### src/rtl/pwm_pkg.sv
// Shared types and defaults for the PWM capture block and its input front-end.
package pwm_pkg;

  typedef enum logic [1:0] {
    IDLE = 2'd0,
    HIGH = 2'd1,
    LOW  = 2'd2
  } pwmState_e;

  localparam int unsigned DEFAULT_CNT_W   = 32;
  localparam logic [31:0] DEFAULT_TIMEOUT = 32'h00FF_FFFF;

endpackage

### src/rtl/pwm_capture_if.sv
// Signal bundle between a PWM source/consumer and the capture block.
interface pwm_capture_if
  import pwm_pkg::*;
#(
  parameter int unsigned CNT_W = DEFAULT_CNT_W
);

  logic             pwm_in;
  logic             enable;
  logic [CNT_W-1:0] high_count;
  logic [CNT_W-1:0] period_count;
  logic             meas_valid;
  logic             timeout;
  logic             signal_lost;
  logic             stuck_level;

  modport master (
    output pwm_in,
    output enable,
    input  high_count,
    input  period_count,
    input  meas_valid,
    input  timeout,
    input  signal_lost,
    input  stuck_level
  );

  modport slave (
    input  pwm_in,
    input  enable,
    output high_count,
    output period_count,
    output meas_valid,
    output timeout,
    output signal_lost,
    output stuck_level
  );

endinterface

### src/rtl/pwm_sync_edge.sv
// Two-flop synchronizer for an asynchronous input plus single-cycle rise/fall detection.
module pwm_sync_edge (
  input  logic clock,
  input  logic reset_n,
  input  logic async_i,
  output logic s_o,
  output logic rise_o,
  output logic fall_o
);

  logic meta_q;
  logic sync_q;
  logic syncDly_q;

  always_ff @(posedge clock or negedge reset_n) begin
    if (!reset_n) begin
      meta_q    <= 1'b0;
      sync_q    <= 1'b0;
      syncDly_q <= 1'b0;
    end else begin
      meta_q    <= async_i;
      sync_q    <= meta_q;
      syncDly_q <= sync_q;
    end
  end

  assign s_o    = sync_q;
  assign rise_o = sync_q & ~syncDly_q;
  assign fall_o = ~sync_q & syncDly_q;

endmodule

### src/rtl/pwm_capture.sv
// Measures high time and period of a PWM input in clock cycles, with a
// no-edge watchdog that reports a lost or stuck input.
module pwm_capture
  import pwm_pkg::*;
#(
  parameter int unsigned      CNT_W   = DEFAULT_CNT_W,
  parameter logic [CNT_W-1:0] TIMEOUT = CNT_W'(DEFAULT_TIMEOUT)
) (
  input logic          clock,
  input logic          reset_n,
  pwm_capture_if.slave bus
);

  localparam logic [CNT_W-1:0] ONE = CNT_W'(1);

  logic s;
  logic rise;
  logic fall;

  pwm_sync_edge u_sync_edge (
    .clock   (clock),
    .reset_n (reset_n),
    .async_i (bus.pwm_in),
    .s_o     (s),
    .rise_o  (rise),
    .fall_o  (fall)
  );

  pwmState_e        state_q,       state_d;
  logic [CNT_W-1:0] hiCnt_q,       hiCnt_d;
  logic [CNT_W-1:0] perCnt_q,      perCnt_d;
  logic [CNT_W-1:0] edgeCnt_q,     edgeCnt_d;
  logic [CNT_W-1:0] highCount_q,   highCount_d;
  logic [CNT_W-1:0] periodCount_q, periodCount_d;
  logic             measValid_q,   measValid_d;
  logic             timeout_q,     timeout_d;
  logic             signalLost_q,  signalLost_d;
  logic             stuckLevel_q,  stuckLevel_d;

  always_ff @(posedge clock or negedge reset_n) begin
    if (!reset_n) begin
      state_q       <= IDLE;
      hiCnt_q       <= '0;
      perCnt_q      <= '0;
      edgeCnt_q     <= '0;
      highCount_q   <= '0;
      periodCount_q <= '0;
      measValid_q   <= 1'b0;
      timeout_q     <= 1'b0;
      signalLost_q  <= 1'b0;
      stuckLevel_q  <= 1'b0;
    end else begin
      state_q       <= state_d;
      hiCnt_q       <= hiCnt_d;
      perCnt_q      <= perCnt_d;
      edgeCnt_q     <= edgeCnt_d;
      highCount_q   <= highCount_d;
      periodCount_q <= periodCount_d;
      measValid_q   <= measValid_d;
      timeout_q     <= timeout_d;
      signalLost_q  <= signalLost_d;
      stuckLevel_q  <= stuckLevel_d;
    end
  end

  always_comb begin
    state_d       = state_q;
    hiCnt_d       = hiCnt_q;
    perCnt_d      = perCnt_q;
    edgeCnt_d     = edgeCnt_q;
    highCount_d   = highCount_q;
    periodCount_d = periodCount_q;
    measValid_d   = 1'b0;
    timeout_d     = 1'b0;
    signalLost_d  = signalLost_q;
    stuckLevel_d  = stuckLevel_q;

    if (!bus.enable) begin
      // Drop any partial period so re-enable always measures rise-to-rise.
      state_d   = IDLE;
      hiCnt_d   = '0;
      perCnt_d  = '0;
      edgeCnt_d = '0;
    end else begin
      case (state_q)
        IDLE: begin
          if (rise) begin
            hiCnt_d  = ONE;
            perCnt_d = ONE;
            state_d  = HIGH;
          end
        end
        HIGH: begin
          perCnt_d = perCnt_q + ONE;
          if (fall) begin
            state_d = LOW;
          end else begin
            hiCnt_d = hiCnt_q + ONE;
          end
        end
        LOW: begin
          if (rise) begin
            highCount_d   = hiCnt_q;
            periodCount_d = perCnt_q;
            measValid_d   = 1'b1;
            hiCnt_d       = ONE;
            perCnt_d      = ONE;
            state_d       = HIGH;
          end else begin
            perCnt_d = perCnt_q + ONE;
          end
        end
        default: begin
          state_d  = IDLE;
          hiCnt_d  = '0;
          perCnt_d = '0;
        end
      endcase

      // An edge always beats the watchdog, so timeout never coincides with a strobe.
      if (rise || fall) begin
        edgeCnt_d    = '0;
        signalLost_d = 1'b0;
      end else if (edgeCnt_q != TIMEOUT) begin
        edgeCnt_d = edgeCnt_q + ONE;
        if (edgeCnt_d == TIMEOUT) begin
          timeout_d    = 1'b1;
          signalLost_d = 1'b1;
          stuckLevel_d = s;
          state_d      = IDLE;
          hiCnt_d      = '0;
          perCnt_d     = '0;
        end
      end
    end
  end

  assign bus.high_count   = highCount_q;
  assign bus.period_count = periodCount_q;
  assign bus.meas_valid   = measValid_q;
  assign bus.timeout      = timeout_q;
  assign bus.signal_lost  = signalLost_q;
  assign bus.stuck_level  = stuckLevel_q;

endmodule
### src/flat_wrapper.sv
// flat-port wrapper written by rule: the top's interface ports become plain ports
module pwm_capture_flat import pwm_pkg::*;
#(
  parameter int unsigned      CNT_W   = DEFAULT_CNT_W,
  parameter logic [CNT_W-1:0] TIMEOUT = CNT_W'(DEFAULT_TIMEOUT)
)
  (clock, reset_n, bus_pwm_in, bus_enable, bus_high_count, bus_period_count, bus_meas_valid, bus_timeout, bus_signal_lost, bus_stuck_level);
  pwm_capture_if #(.CNT_W(CNT_W)) bus_i ();
  input logic clock;
  input logic reset_n;
  input wire logic [$bits(bus_i.pwm_in)-1:0] bus_pwm_in;
  input wire logic [$bits(bus_i.enable)-1:0] bus_enable;
  output wire logic [$bits(bus_i.high_count)-1:0] bus_high_count;
  output wire logic [$bits(bus_i.period_count)-1:0] bus_period_count;
  output wire logic [$bits(bus_i.meas_valid)-1:0] bus_meas_valid;
  output wire logic [$bits(bus_i.timeout)-1:0] bus_timeout;
  output wire logic [$bits(bus_i.signal_lost)-1:0] bus_signal_lost;
  output wire logic [$bits(bus_i.stuck_level)-1:0] bus_stuck_level;
  assign bus_i.pwm_in = bus_pwm_in;
  assign bus_i.enable = bus_enable;
  assign bus_high_count = bus_i.high_count;
  assign bus_period_count = bus_i.period_count;
  assign bus_meas_valid = bus_i.meas_valid;
  assign bus_timeout = bus_i.timeout;
  assign bus_signal_lost = bus_i.signal_lost;
  assign bus_stuck_level = bus_i.stuck_level;
  pwm_capture #(.CNT_W(CNT_W), .TIMEOUT(TIMEOUT)) u_core (.clock(clock), .reset_n(reset_n), .bus(bus_i));
endmodule
### config.mk
export PLATFORM = sky130hd
export DESIGN_NAME = pwm_capture_flat
export DESIGN_NICKNAME = d
export VERILOG_FILES = /design/src/rtl/pwm_pkg.sv /design/src/rtl/pwm_capture_if.sv /design/src/rtl/pwm_sync_edge.sv /design/src/rtl/pwm_capture.sv /design/src/flat_wrapper.sv
export SDC_FILE = /design/constraint.sdc
export NUM_CORES = 1
export LEC_CHECK = 0
export CAP_MARGIN = 20
export CORE_ASPECT_RATIO = 0.7
export CORE_MARGIN = 5
export CORE_UTILIZATION = 30
export DETAILED_ROUTE_END_ITERATION = 7
export DONT_BUFFER_PORTS = 1
export PLACE_DENSITY = 0.5
export SLEW_MARGIN = 20
export SYNTH_ARGS = -nofsm -noshare
export SYNTH_HDL_FRONTEND = slang
export SYNTH_SLANG_ARGS = --single-unit
### constraint.sdc
create_clock -name clock -period 2.6 [get_ports clock]
set_clock_uncertainty 0.05 [all_clocks]
set_input_delay 0.52 -clock clock [delete_from_list [all_inputs] [get_ports clock]]
set_output_delay 0.52 -clock clock [all_outputs]
set_load 0.05 [all_outputs]
# Word-level counts from Yosys, hierarchy flattened
# Cells that the tools add are included.
classes:
  muxes: 34
  eq_ne: 5
  bitwise: 5
  add_sub_neg: 3
  n_reduce_logical: 8
op_table:
  columns: ["cell", "n"]
  rows:
  - ["$mux W32", 15]
  - ["$add A32 B1 Y32 const B", 3]
  - ["$pmux W32 S3", 1]
  - ["$pmux W32 S2", 1]
  - ["$eq A32 B24 Y1 const B", 1]
  - ["$ne A32 B24 Y1 const B", 1]
  - ["$mux W2", 6]
  - ["$mux W1", 10]
  - ["$reduce_and A3 Y1", 2]
  - ["$pmux W2 S2", 1]
  - ["$reduce_and A4 Y1", 1]
  - ["$reduce_bool A2 Y1", 2]
  - ["$ne A3 B1 Y1 const B", 1]
  - ["$not A1 Y1", 3]
  - ["$and A1 B1 Y1", 2]
  - ["$eq A2 B1 Y1 const B", 1]
  - ["$eq A2 B2 Y1 const B", 1]
  - ["$logic_not A2 Y1", 1]
  - ["$reduce_or A2 Y1", 1]
  - ["$logic_or A1 B1 Y1", 1]
totals:
  elab_cells: 68
  out_inout_bits: 68
  inputBits: 4
  reg_bits: 169

# Depth between registers and ports, before layout
logic_depth:
  depth_word: 8
  ltp_mapped: 12
  ltp_nobuf: 9

# Hierarchy
# From an unflattened synthesis, not the netlist that was laid out.
hier_totals:
  cells_unflattened: 972
  hier_area_um2: 8394.3
modules_own_cells:
  columns: ["module", "seq_area_each_um2", "cells_each", "area_each_um2", "n_inst"]
  rows:
  - ["pwm_capture", 4154.0, 967, 8304.2, 1]
  - ["pwm_sync_edge", 75.1, 5, 90.1, 1]

# Worst setup path after synthesis
# OpenSTA, ideal clock, no wires.
synth_path:
  path_kind: "register to register"
  from: "register u_core.edgeCnt_q[0]"
  to: "register u_core.stuckLevel_q, in the netlist u_core.bus.stuck_level"
  arrival_time_ns: 2.606
  required_ns: 2.425
  stages_incl_launch_ff: 11
  path_buffers: 2
  synth_period_minus_slack_ns: 2.781
  slack_ns: -0.181
  setup_ns: 0.125
  path_cell_list: "dfrtp_1 -> ha_1 -> buf_2 -> and4_1 -> clkbuf_1 -> nand2_1 -> a2111oi_0 -> o21ai_0 -> a2111oi_4 -> and3_1 -> mux2_2"
synth_between:
  elab_chain_len: 3
  word_cells_on_any_way: 4
  cone_classes: "add/sub (1); eq/ne (2); reduce/logical (1)"
synth_rtl:
  columns: ["item", "line", "rtl"]
  rows:
  - ["start: declaration", "pwm_capture.sv:32", "logic [CNT_W-1:0] edgeCnt_q, edgeCnt_d;"]
  - ["start signal: assignment", "pwm_capture.sv:56", "edgeCnt_q <= edgeCnt_d;"]
  - ["$add A32 B1 Y32", "pwm_capture.sv:125", "edgeCnt_d = edgeCnt_q + ONE;"]
  - ["$eq A32 B24 Y1", "pwm_capture.sv:126", "if (edgeCnt_d == TIMEOUT) begin"]
  - ["$reduce_and A4 Y1 (no line) *", null, null]
  - ["end signal: assignment", "pwm_capture.sv:62", "stuckLevel_q <= stuckLevel_d;"]
  - ["end: declaration", "pwm_capture.sv:38", "logic stuckLevel_q, stuckLevel_d;"]
# Every way passes the cells marked *; elsewhere a longest branch is shown, timed or not.
# A chain may end at the register's enable or synchronous reset.

# Worst setup path after layout
layout_path:
  from: "register u_core.edgeCnt_q[1]"
  to: "register u_core.perCnt_q[15]"
layout_between:
  elab_chain_len: 6
  word_cells_on_any_way: 7
  cone_classes: "add/sub (1); eq/ne (2); mux (4)"
layout_rtl:
  columns: ["item", "line", "rtl"]
  rows:
  - ["$add A32 B1 Y32", "pwm_capture.sv:125", null]
  - ["$eq A32 B24 Y1", "pwm_capture.sv:126", null]
  - ["$mux W32", "pwm_capture.sv:126", null]
  - ["$mux W32 *", "pwm_capture.sv:124", "end else if (edgeCnt_q != TIMEOUT) begin"]
  - ["$mux W32 *", "pwm_capture.sv:121", "if (rise || fall) begin"]
  - ["$mux W32 *", "pwm_capture.sv:78", "if (!bus.enable) begin"]
  - ["net u_core.perCnt_d[15]", "pwm_capture.sv:31", "logic [CNT_W-1:0] perCnt_q, perCnt_d;"]
  - ["end signal: assignment", "pwm_capture.sv:55", "perCnt_q <= perCnt_d;"]
  - ["end: declaration", "pwm_capture.sv:31", null]
# The timed path passes the listed nets; every way through them passes the cells marked *.

==> impl_metrics.toml <==
[worst_hold_path]
hold_path_class = "in -> async"

[yosys]
synth_simple_gate_area_share_pct = 26.0
ys.flop_type = "dfrtp_1"
synth_top_family_by_area = "simple AND/OR/NAND/NOR gates"
synth_fa_ha_area_share_pct = 0.900
avgSynthCellArea_um2 = 8.73
synth_edf_count = 0
yosys.area.top_type = "dfrtp_1"
synth_compound_area_share_pct = 15.4
synth_seq_cells = 169
synth_warnings = 0
synth_area_leaders = "dfrtp_1 51%, nand2_1 11%, nor2_1 3.8%"
async_reset_ff_share_pct = 100
synthCells = 955
muxShareOfSynthArea_pct = 0.135
synth_top_area_share_pct = 50.7
syn_nets = 965
seq_area_frac_synth_pct = 50.7
synth-xor-area-share_pct = 2.94
syn-cell-area_um2 = 8340
synthDistinctLibCells = 56

[sta]
fmax_ghz = 0.379
worstMarginPinSlew_ns = 0.832
slew_headroom_pct = 44.6
setup_viol = 23
hold_viol = 169
setup_slack_ns = -0.0358
holdWs_ns = -0.274
slew_viol_final = 0
rsz0062_at_grt = "true"
fin_crit_ns = 2.64
tns_ns = -0.334
post-route-period-util_pct = 101

[clock_tree]
numCtsBuffers = 17
cts_sinks = 169
ctsHtreeMaxLevel = 4
cts_buffer_depth = 2
cts_tree = "yes"
clk_transition_reported_paths_ns = 0.07
ctsRootBufferMaster = "clkbuf_16"
worstSkewPairLatency_ns = 0.44

[global_routing]
grt_usage_pct = 14.7
antenna_found_initial = 0
grt_overflow = 0
grt_pass1_vias = 6748
grt_pass1_wl_mm = 37.5
grt_max_degree = 170

[place]
gp_congestion = 0.811
post-place-ws_ns = -0.117
numPortBuffers = 0
dp_hpwl_mm = 14.9

[worst_setup_path]
required_ns = 2.82
path_class = "reg -> reg"
cp-end-kind = "register"
worstSetupStartpointType = "register"
worstPathArrival_ns = 2.85
critical_path_peak_fanout = 23

[final_layout]
n_antenna_cell = 0
most-common-layout-cells = "254 x nand2_1, 166 x dfrtp_1, 87 x buf_4"
multi_input_area_um2 = 4010
fill_cells = 2849
register_area_um2 = 4230
syn2layout_area_growth_pct = 21.4
fin_nets = 1020
mostFrequentLayoutCell = "nand2_1"
post_route_cells_drive_above_1_share_pct = 16.9
postLayoutCoreUtil_pct = 36.7

[route]
wire_per_inst_um = 16.2
dr.pass1.iters = 5
wirelength_mm = 22.5
drc = 0
dr.first_iter.drc_count = 596
vias_per_cell = 5.10
ant_nets = 0
vias = 7107

[power_and_ir_drop]
leakage_nw = 4.47
p_comb_share_pct = 4.8
ir_drop_mv = 0.458
p_sw_mw = 1.39
clkPwrFrac_pct = 46.9
p_seq_share_pct = 48.3
swShare_pct = 24.9
p_int_mw = 4.18
power_density_nw_per_um2 = 549

[floorplan]
core-area_um2 = 27600
die_w_um = 209
start_util_pct = 30.2
dieHeight_um = 150
dieArea_um2 = 31300
io_pins = 72
rows = 51

[status]
violations = "negative hold slack, negative setup slack"
status = "finished with violations"

[run]
maxCapViolCount = 0
synth_stat cells (6+ instances only):
cell type and number:
nand2_1 255, dfrtp_1 169, nor2_1 84, a21oi_1 57
o21ai_0 50, clkbuf_1 44, a311oi_1 30, nand3_1 30
and3_1 20, a31oi_1 19, nand4_1 16, xnor2_1 16
nor3_1 15, inv_1 13, and4_1 12, xor2_1 12
nor4_1 11, a22oi_1 10, a211oi_1 7, or3_1 7
ha_1 6
metrics by stage:
step	instance area, um2	total power, mW	std cells
2_1_floorplan	8380	2.90	955
3_3_place_gp	9270	2.99	1354
3_5_place_dp	9270	2.99	1354
4_1_cts	9950	5.65	1386
5_1_grt	10100	5.79	1393
6_report	10100	5.56	1393
flip-flops by register name, summed over array words and instances, names as in the netlist:
register,cells
u_core.u_sync_edge.s_o,1
u_core.bus.meas_valid,1
u_core.bus.period_count,32
u_core.perCnt_q,32
u_core.bus.timeout,1
u_core.hiCnt_q,32
u_core.bus.high_count,32
u_core.u_sync_edge.syncDly_q,1
u_core.bus.signal_lost,1
u_core.state_q,2
u_core.bus.stuck_level,1
u_core.u_sync_edge.meta_q,1
u_core.edgeCnt_q,32
cell type report:
type	instances	area share (%)
flip-flops and latches	169	41.8
multi-input cells	713	39.5
repair buffers	95	7.68
well taps	371	4.58
clock buffers	17	4.20
clock inverters	14	1.67
inverters	14	0.519
cell families after synthesis:
kind of cell / count (synthesis)
simple gates: 480
compound gates: 198
flops: 169
buf+inv: 73
xor+xnor: 28
fa+ha+maj: 6
mux: 1
critical path: stages, from the launching register on:
cell and delay (ns):
dfrtp_1 0.40, ha_4 0.17, buf_4 0.14, nor2b_1 0.14
a31oi_1 0.13, o32ai_4 0.26, o2111ai_2 0.20, a2111oi_4 0.47
a21bo_4 0.26, buf_12 0.18, a311oi_1 0.06
power by group through the flow:
| stage | logic (mW) | clock network, mW | registers (mW) |
|---|---|---|---|
| floorplan | 0.166 | 0 | 2.73 |
| global placement | 0.258 | 0 | 2.74 |
| detailed placement | 0.260 | 0 | 2.73 |
| CTS | 0.263 | 2.70 | 2.68 |
| global route | 0.301 | 2.80 | 2.69 |
| finish | 0.269 | 2.61 | 2.68 |
repair_timing:
action,in CTS,in global routing
resized for setup,17,29
setup buffers,1,8
pin swaps,6,8
hold endpoints to repair,169,169
endpoints found under the setup margin,66,68
layer usage:
metal  track usage (%)  wire (um)
met1              22.3      11600
met2              20.6       9480
met3              4.17       1220
met4              3.33        176
met5                 0          0
path summary, 6_finish.rpt:
kind | start | to | slack [ns] | cells past startpoint
max | u_core.edgeCnt_q[1] | u_core.perCnt_q[15] | -0.04 | 10
min | reset_n | u_core.bus.meas_valid | -0.27 | 0
max reg2reg | u_core.edgeCnt_q[1] | u_core.perCnt_q[15] | -0.04 | 10
min reg2reg | u_core.u_sync_edge.meta_q | u_core.u_sync_edge.s_o | 0.38 | 0
max in group asynchronous | reset_n | u_core.edgeCnt_q[3] | 2.48 | 0
min in group clock | bus_pwm_in | u_core.u_sync_edge.meta_q | 0.07 | 0
Power figures use the tool's default switching activity.
